## config.mk

```make
export PLATFORM = sky130hd
export DESIGN_NAME = sig_frame_sequencer
export DESIGN_NICKNAME = d
export VERILOG_FILES = /design/src/rtl/sig_seq_pkg.sv /design/src/rtl/sig_frame_sequencer_sat_counter.sv /design/src/rtl/sig_frame_sequencer.sv
export SDC_FILE = /design/constraint.sdc
export NUM_CORES = 1
export LEC_CHECK = 0
export ABC_CLOCK_PERIOD_IN_PS = 1800
export CAP_MARGIN = 20
export CORE_ASPECT_RATIO = 0.8
export CORE_MARGIN = 5
export CORE_UTILIZATION = 47
export CTS_CLUSTER_DIAMETER = 200
export DETAILED_ROUTE_END_ITERATION = 6
export GPL_TIMING_DRIVEN = 1
export HOLD_SLACK_MARGIN = 0.05
export PLACE_DENSITY = 0.72
export SLEW_MARGIN = 20
export SYNTH_ARGS = -nofsm -noshare
export SYNTH_HDL_FRONTEND = slang
export SYNTH_SLANG_ARGS = --single-unit
```

## constraint.sdc

```tcl
create_clock -name sig_clk -period 1.8 [get_ports sig_clk]
set_input_delay 0.45 -clock sig_clk [delete_from_list [all_inputs] [get_ports sig_clk]]
set_output_delay 0.45 -clock sig_clk [all_outputs]
set_load 0.01 [all_outputs]
```

## src/rtl/sig_seq_pkg.sv

```systemverilog
// Shared definitions for the signal-port frame sequencer.
package sig_seq_pkg;

  typedef enum logic [2:0] {
    ST_IDLE,
    ST_LOAD,
    ST_RUN,
    ST_GAP,
    ST_DONE
  } seq_state_t;

  localparam int unsigned DROP_BITS = 16;
  localparam logic [DROP_BITS-1:0] DROP_MAX = '1;

endpackage

```

## src/rtl/sig_frame_sequencer_sat_counter.sv

```systemverilog
// Saturating up-counter with synchronous clear; clear has priority over increment.
module sat_counter #(
  parameter int unsigned       WIDTH = 16,
  parameter logic [WIDTH-1:0]  MAX   = '1
) (
  input  logic             sig_clk,
  input  logic             rst_n,
  input  logic             clr,
  input  logic             inc,
  output logic [WIDTH-1:0] count
);

  // Count register: reset/clear to zero, otherwise step up until MAX is reached.
  always_ff @(posedge sig_clk) begin
    if (!rst_n) begin
      count <= '0;
    end else if (clr) begin
      count <= '0;
    end else if (inc && (count != MAX)) begin
      count <= count + WIDTH'(1);
    end
  end

endmodule

```

## src/rtl/sig_frame_sequencer.sv

```systemverilog
// Frames free-running radio I/Q samples into valid/ready beats for the correlator.
// Samples arriving while the correlator stalls are dropped and counted.
module sig_frame_sequencer
  import sig_seq_pkg::*;
#(
  parameter int unsigned WIDTH     = 4,
  parameter int unsigned FRAME_LEN = 105,
  parameter int unsigned CBITS     = 10,
  parameter int unsigned GAP       = 4,
  parameter int unsigned FBITS     = 8
) (
  input  logic                 sig_clk,
  input  logic                 rst_n,
  input  logic                 cfg_start_i,
  input  logic [FBITS-1:0]     cfg_nframes_i,
  input  logic                 cfg_abort_i,
  input  logic [WIDTH-1:0]     rad_idata_i,
  input  logic [WIDTH-1:0]     rad_qdata_i,
  output logic                 sig_valid_o,
  output logic                 sig_last_o,
  output logic [WIDTH-1:0]     sig_idata_o,
  output logic [WIDTH-1:0]     sig_qdata_o,
  input  logic                 sig_ready_i,
  output logic                 busy_o,
  output logic                 done_o,
  output logic [FBITS-1:0]     frames_o,
  output logic [DROP_BITS-1:0] drops_o,
  output logic                 overrun_o
);

  // The LOAD cycle is itself the final idle cycle between frames, so the
  // GAP state only covers the first GAP-1 idle cycles.
  localparam int unsigned GAP_LAST = (GAP >= 2) ? GAP - 2 : 0;
  localparam int unsigned GBITS    = (GAP > 2) ? $clog2(GAP - 1) : 1;
  localparam logic [CBITS-1:0] LAST_IDX = CBITS'(FRAME_LEN - 1);

  seq_state_t         state_q, state_d;
  logic [FBITS-1:0]   nframes_q, nframes_d;
  logic               abort_pend_q, abort_pend_d;
  logic [CBITS-1:0]   beat_q, beat_d;
  logic [GBITS-1:0]   gap_q, gap_d;
  logic               valid_q, valid_d;
  logic               last_q, last_d;
  logic [WIDTH-1:0]   idata_q, idata_d;
  logic [WIDTH-1:0]   qdata_q, qdata_d;
  logic [FBITS-1:0]   frames_q, frames_d;
  logic               overrun_q, overrun_d;
  logic               drop_clr, drop_inc;
  logic               accept, stall, abort_now;
  logic [FBITS-1:0]   frames_inc;

  // State and output registers.
  always_ff @(posedge sig_clk) begin
    if (!rst_n) begin
      state_q      <= ST_IDLE;
      nframes_q    <= '0;
      abort_pend_q <= 1'b0;
      beat_q       <= '0;
      gap_q        <= '0;
      valid_q      <= 1'b0;
      last_q       <= 1'b0;
      idata_q      <= '0;
      qdata_q      <= '0;
      frames_q     <= '0;
      overrun_q    <= 1'b0;
    end else begin
      state_q      <= state_d;
      nframes_q    <= nframes_d;
      abort_pend_q <= abort_pend_d;
      beat_q       <= beat_d;
      gap_q        <= gap_d;
      valid_q      <= valid_d;
      last_q       <= last_d;
      idata_q      <= idata_d;
      qdata_q      <= qdata_d;
      frames_q     <= frames_d;
      overrun_q    <= overrun_d;
    end
  end

  // Next-state, beat sequencing and drop accounting.
  always_comb begin
    state_d      = state_q;
    nframes_d    = nframes_q;
    abort_pend_d = abort_pend_q;
    beat_d       = beat_q;
    gap_d        = gap_q;
    valid_d      = valid_q;
    last_d       = last_q;
    idata_d      = idata_q;
    qdata_d      = qdata_q;
    frames_d     = frames_q;
    overrun_d    = overrun_q;
    drop_clr     = 1'b0;
    drop_inc     = 1'b0;
    accept       = valid_q & sig_ready_i;
    stall        = valid_q & ~sig_ready_i;
    abort_now    = abort_pend_q | cfg_abort_i;
    frames_inc   = frames_q + FBITS'(1);

    unique case (state_q)
      ST_IDLE: begin
        if (cfg_start_i && !cfg_abort_i) begin
          nframes_d    = cfg_nframes_i;
          frames_d     = '0;
          overrun_d    = 1'b0;
          abort_pend_d = 1'b0;
          drop_clr     = 1'b1;
          state_d      = ST_LOAD;
        end
      end
      ST_LOAD: begin
        idata_d      = rad_idata_i;
        qdata_d      = rad_qdata_i;
        valid_d      = 1'b1;
        beat_d       = '0;
        last_d       = abort_pend_q;
        abort_pend_d = abort_now;
        state_d      = ST_RUN;
      end
      ST_RUN: begin
        abort_pend_d = abort_now;
        if (accept) begin
          if (last_q) begin
            valid_d  = 1'b0;
            last_d   = 1'b0;
            frames_d = frames_inc;
            if (abort_now || ((nframes_q != '0) && (frames_inc == nframes_q))) begin
              state_d = ST_DONE;
            end else if (GAP == 1) begin
              state_d = ST_LOAD;
            end else begin
              gap_d   = '0;
              state_d = ST_GAP;
            end
          end else begin
            beat_d  = beat_q + CBITS'(1);
            idata_d = rad_idata_i;
            qdata_d = rad_qdata_i;
            last_d  = ((beat_q + CBITS'(1)) == LAST_IDX) | abort_now;
          end
        end else if (stall) begin
          drop_inc  = 1'b1;
          overrun_d = 1'b1;
        end
      end
      ST_GAP: begin
        if (cfg_abort_i) begin
          state_d = ST_DONE;
        end else if (gap_q == GBITS'(GAP_LAST)) begin
          state_d = ST_LOAD;
        end else begin
          gap_d = gap_q + GBITS'(1);
        end
      end
      ST_DONE: begin
        abort_pend_d = 1'b0;
        state_d      = ST_IDLE;
      end
      default: state_d = ST_IDLE;
    endcase
  end

  sat_counter #(
    .WIDTH (DROP_BITS),
    .MAX   (DROP_MAX)
  ) u_drop_cnt (
    .sig_clk (sig_clk),
    .rst_n   (rst_n),
    .clr     (drop_clr),
    .inc     (drop_inc),
    .count   (drops_o)
  );

  assign sig_valid_o = valid_q;
  assign sig_last_o  = last_q;
  assign sig_idata_o = idata_q;
  assign sig_qdata_o = qdata_q;
  assign busy_o      = (state_q != ST_IDLE);
  assign done_o      = (state_q == ST_DONE);
  assign frames_o    = frames_q;
  assign overrun_o   = overrun_q;

endmodule

```

# --- After elaboration in Yosys (flattened, before gate mapping) ---
# Cells that the tools add are included.
word_totals:
  word_cells: 105
  inputBits: 21
  output_inout_bits: 37
  regBits: 59
classes:
  n_addsub: 4
  bitwise: 6
  eq_ne: 18
  muxes: 42
  reduce_logical: 23
ops:
  columns: ["operator", "count"]
  rows:
  - ["$mux 8", 3]
  - ["$mux 10", 2]
  - ["$pmux 10 s2", 1]
  - ["$mux 3", 6]
  - ["$ne 2x2->1 const B", 9]
  - ["$add 16x1->16 const B", 1]
  - ["$mux 4", 4]
  - ["$ne 16x16->1 const B", 1]
  - ["$pmux 4 s2", 2]
  - ["$pmux 8 s2", 1]
  - ["$mux 1", 12]
  - ["$pmux 3 s4", 1]
  - ["$reduce_and 4->1", 3]
  - ["$add 10x1->10 const B", 1]
  - ["$eq 10x7->1 const B", 1]
  - ["$mux 2", 5]
  - ["$add 8x1->8 const B", 1]
  - ["$eq 8x8->1", 1]
  - ["$reduce_bool 8->1", 1]
  - ["$eq 3x2->1 const B", 2]
  - ["$pmux 1 s2", 3]
  - ["$reduce_and 2->1", 3]
  - ["$reduce_and 3->1", 2]
  - ["$reduce_and 6->1", 1]
  - ["17 further kinds", 26]

# --- Logic depth before layout (Yosys ltp) ---
logic_depth:
  depth_word: 8
  depth_mapped: 8
  ltp_nobuf: 7

# --- By module ---
# A second synthesis with hierarchy kept.
unflattened:
  hier_cells: 377
  hier_area_um2: 3258.1
by_module_without_submodules:
  columns: ["module", "area_each_um2", "seq_area_each_um2", "cells_each", "instances"]
  rows:
  - ["sig_frame_sequencer", 2393.5, 860.8, 286, 1]
  - ["sat_counter", 864.6, 320.3, 91, 1]

# --- Least setup slack after synthesis ---
# No wires, ideal clock.
synth_path:
  kind: "register -> register"
  start: "register frames_q[0], in the netlist frames_o[0]"
  end: "register gap_q[1]"
  path_buffers: 0
  path_slack_ps: -183
  period_less_slack_ps: 1983
  stages_incl_launch_ff: 8
  setup_ps: 72
  required_ps: 1728
  arrival_time_ps: 1911
  path_cell_list: "dfxtp_1 -> ha_1 -> xor2_1 -> a211o_1 -> a211oi_2 -> nand4_2 -> a31oi_1 -> mux2i_1"
synth_via:
  elab_chain_len: 6
synth_rtl:
  columns: ["element", "line", "text"]
  rows:
  - ["start, declared", "sig_frame_sequencer.sv:46", "logic [FBITS-1:0] frames_q, frames_d;"]
  - ["start signal, assigned", "sig_frame_sequencer.sv:76", "frames_q <= frames_d;"]
  - ["$add 8x1->8", "sig_frame_sequencer.sv:99", "frames_inc = frames_q + FBITS'(1);"]
  - ["$eq 8x8->1", "sig_frame_sequencer.sv:128", "if (abort_now || ((nframes_q != '0) && (frames_inc == nframes_q))) begin"]
  - ["$logic_and 1x1->1", "sig_frame_sequencer.sv:128", null]
  - ["$logic_or 1x1->1", "sig_frame_sequencer.sv:128", null]
  - ["$ne 2x2->1 (no line)", null, null]
  - ["$reduce_and 6->1 (no line)", null, null]
  - ["end signal, assigned", "sig_frame_sequencer.sv:71", "gap_q <= gap_d;"]
  - ["end, declared", "sig_frame_sequencer.sv:41", "logic [GBITS-1:0] gap_q, gap_d;"]
# No other way between the ends.
# A chain may end at the register's enable or synchronous reset.

# --- Worst setup path after layout ---
layout_path:
  start: "register frames_q[1], in the netlist frames_o[1]"
  end: "register gap_q[1]"
# The elaborated chain is that of the path after synthesis.

==> qor.yml <==
logic_synthesis:
  ys_ff_latch: 59
  yosysMostFrequentCell: "dfxtp_1"
  synth_area_leaders: "dfxtp_1, nor2_1, mux2i_1"
  synth_edf_count: 0
  yosys_warnings: 0
  synth_top_area_cell: "dfxtp_1"
  avgSynthCellArea_um2: 8.61
  yosys_most_used_dff: "dfxtp_1"
  synth-async-reset-ratio_pct: 0
  synthesis.nets: 381
  netlist.area_leader.share_pct: 38.5
  ys_types: 59
  yosysSeqAreaShare_pct: 38.5
  netlist_top_cells_count: "dfxtp_1, nor2_1, a21oi_1, nand2_1, mux2i_1"
  netlist_area_mm2: 0.00307
  syn_inst: 356
final_layout:
  area_growth_pct: 43.0
  nets: 487
  drive_above_1_share_pct: 24.8
  final_cells: 551
  n_antenna_cell: 0
setup_path:
  startpoint_type: "flop"
  required_ps: 2070
  end_kind: "flop"
  crit_fanout: 4
  critical_path_class: "reg2reg"
  cp.arrival_ps: 2060
detailed_routing:
  met1Wirelength_mm: 3.75
  top_layer: "met4"
  vias: 2955
  viasPerCell: 5.36
  drc: 0
  wl_mm: 8.03
  first_pass_iters: 5
  ant_nets: 0
  routed-wl-met3_um: 445
  drt-initial-drc-count: 125
  wl_met2_mm: 3.81
  wl_per_cell_um: 14.6
global_route:
  grt.overflow.total: 0
  grt_pass1_vias: 2816
  grt_use_total_pct: 19.5
  grt_max_degree: 24
  grt_pass1_wl_mm: 12.9
  antenna_found_initial: 0
floorplanning:
  die_y_um: 82.2
  fp-row-count: 26
  die-area_mm2: 0.00825
  die_w_um: 100
  coreArea_mm2: 0.00638
  io_pins: 58
  floorplan.initialDensity_pct: 48.1
pwr:
  swShare_pct: 31.2
  power_frac_comb_pct: 30.2
  p_leak_nw: 1.93
  p_sw_w: 0.00129
  pwr-share-clk_pct: 31.6
  p_per_area_mw_per_mm2: 947
  seqPwrFrac_pct: 38.2
  vdd_drop_max_mv: 0.689
  p_int_w: 0.00286
clocking:
  cts_tree: "built"
  clkTransAtPathRegs_ps: 70
  cts.sinks: 59
  cts_buffer_depth: 2
  cts_buffers: 9
  h-tree-depth: 3
  clk-insertion-delay-late_ps: 340
  root_buffer: "clkbuf_8"
sta:
  max-slew-margin-rel_pct: 70.1
  fmax_mhz: 558
  hold_viol: 0
  tightest_slew_ps: 447
  drv_slew: 0
  final.min_clock_period_ps: 1790
  fin_ws_ps: 8.19
  period_share_pct: 99.5
  grt_setup_unrepaired: "true"
  setup_viol_count_final: 0
  skew_ps: 6.02
placement:
  place_inst: 522
  gp_congestion: 0.888
  port_buffers: 57
  hpwl_mm: 5.60
  dp_slack_ps: -379
min_path:
  hp-class: "reg2reg"
flow_run:
  drv_cap: 0
run_status:
  status: "complete, no violations"
cell families after synthesis:
group                    after synthesis  synth area share, %
AO/OA/AOI/OAI                         66                 14.4
XOR/XNOR                              27                 7.71
buffers and inverters                 23                 3.76
flip-flops                            59                 38.5
AND/OR/NAND/NOR                      159                 28.1
multiplexers                          18                 5.88
adder cells (fa/ha/maj)                4                 1.63
worst max-delay path, cell delays in order, from the launching register on:
cell	delay, ps
dfxtp_4	360
ha_4	240
xor2_1	130
a211o_1	270
a211oi_2	180
nand4_2	130
a31oi_1	200
mux2i_1	210
path summary, 6_finish.rpt:
kind | depth (start not counted) | start | end | slack (ps)
setup / recovery | 7 | frames_o[1]$_SDFFE_PN0P_ | gap_q[1]$_SDFFE_PN0P_ | 8
hold / removal | 2 | sig_idata_o[0]$_SDFFE_PN0P_ | sig_idata_o[0]$_SDFFE_PN0P_ | 490
setup reg to reg | 7 | frames_o[1]$_SDFFE_PN0P_ | gap_q[1]$_SDFFE_PN0P_ | 8
hold reg to reg | 2 | sig_idata_o[0]$_SDFFE_PN0P_ | sig_idata_o[0]$_SDFFE_PN0P_ | 490
area by class of cell:
class	count	area (um2)
clock buffer	9	124
clock inverter	7	91.3
fill	532	1990
inverter	7	26.3
multi-input combinational	274	1830
sequential	59	1210
tap	84	105
timing repair buffer	111	996
placed cells by master (no fill, tap or decap), drive strengths merged, types with 10 or more instances in the layout:
cell type	netlist	routed
a21oi	22	22
buf	10	55
clkbuf	6	10
clkdlybuf4s50	0	42
dfxtp	59	59
mux2i	18	18
nand2	24	24
nand3	17	17
nor2	57	57
o21ai	18	18
or3	10	10
xnor2	10	10
xor2	17	17
timing repair:
item / 4_1_cts / 5_1_grt
setup buffers: 4 / 9
pin swaps: 5 / 10
hold buffers: 0 / 0
gates resized for setup: 23 / 30
endpoints found under the setup margin: 23 / 29
layer usage:
| metal | up-vias | global-route usage, % |
|---|---|---|
| met3 | 2 | 6.38 |
| met5 | - | 0 |
| li1 | 1478 | - |
| met1 | 1391 | 25.1 |
| met2 | 84 | 31.6 |
| met4 | 0 | 5.25 |
power by group through the flow:
| stage | clock, W | sequential, W | combinational (W) |
|---|---|---|---|
| 2_1_floorplan | 0 | 0.00154 | 0.000739 |
| 3_3_place_gp | 0 | 0.00159 | 0.00116 |
| 3_5_place_dp | 0 | 0.00159 | 0.00118 |
| 4_1_cts | 0.00135 | 0.00158 | 0.00118 |
| 5_1_grt | 0.00140 | 0.00160 | 0.00135 |
| 6_report | 0.00131 | 0.00159 | 0.00125 |
per-stage QoR:
stage	hold slack (ps)	setup TNS, ps	util, %	instance area (um2)	total power (W)
2_1_floorplan	442	0	-	3090	0.00228
3_3_place_gp	450	-9320	62.6	3990	0.00275
3_5_place_dp	459	-9960	62.6	3990	0.00277
4_1_cts	468	-83.8	66.9	4270	0.00410
5_1_grt	517	-208	68.8	4380	0.00436
6_report	493	0	68.8	4380	0.00415
state kept, by name (all words and copies together) (netlist names):
register and cells:
sig_valid_o 1, sig_idata_o 4, overrun_o 1, state_q 3, sig_qdata_o 4, abort_pend_q 1, u_drop_cnt.count 16, beat_q 10
nframes_q 8, gap_q 2, sig_last_o 1, frames_o 8
Note: power is estimated with default switching activity, not from simulation.
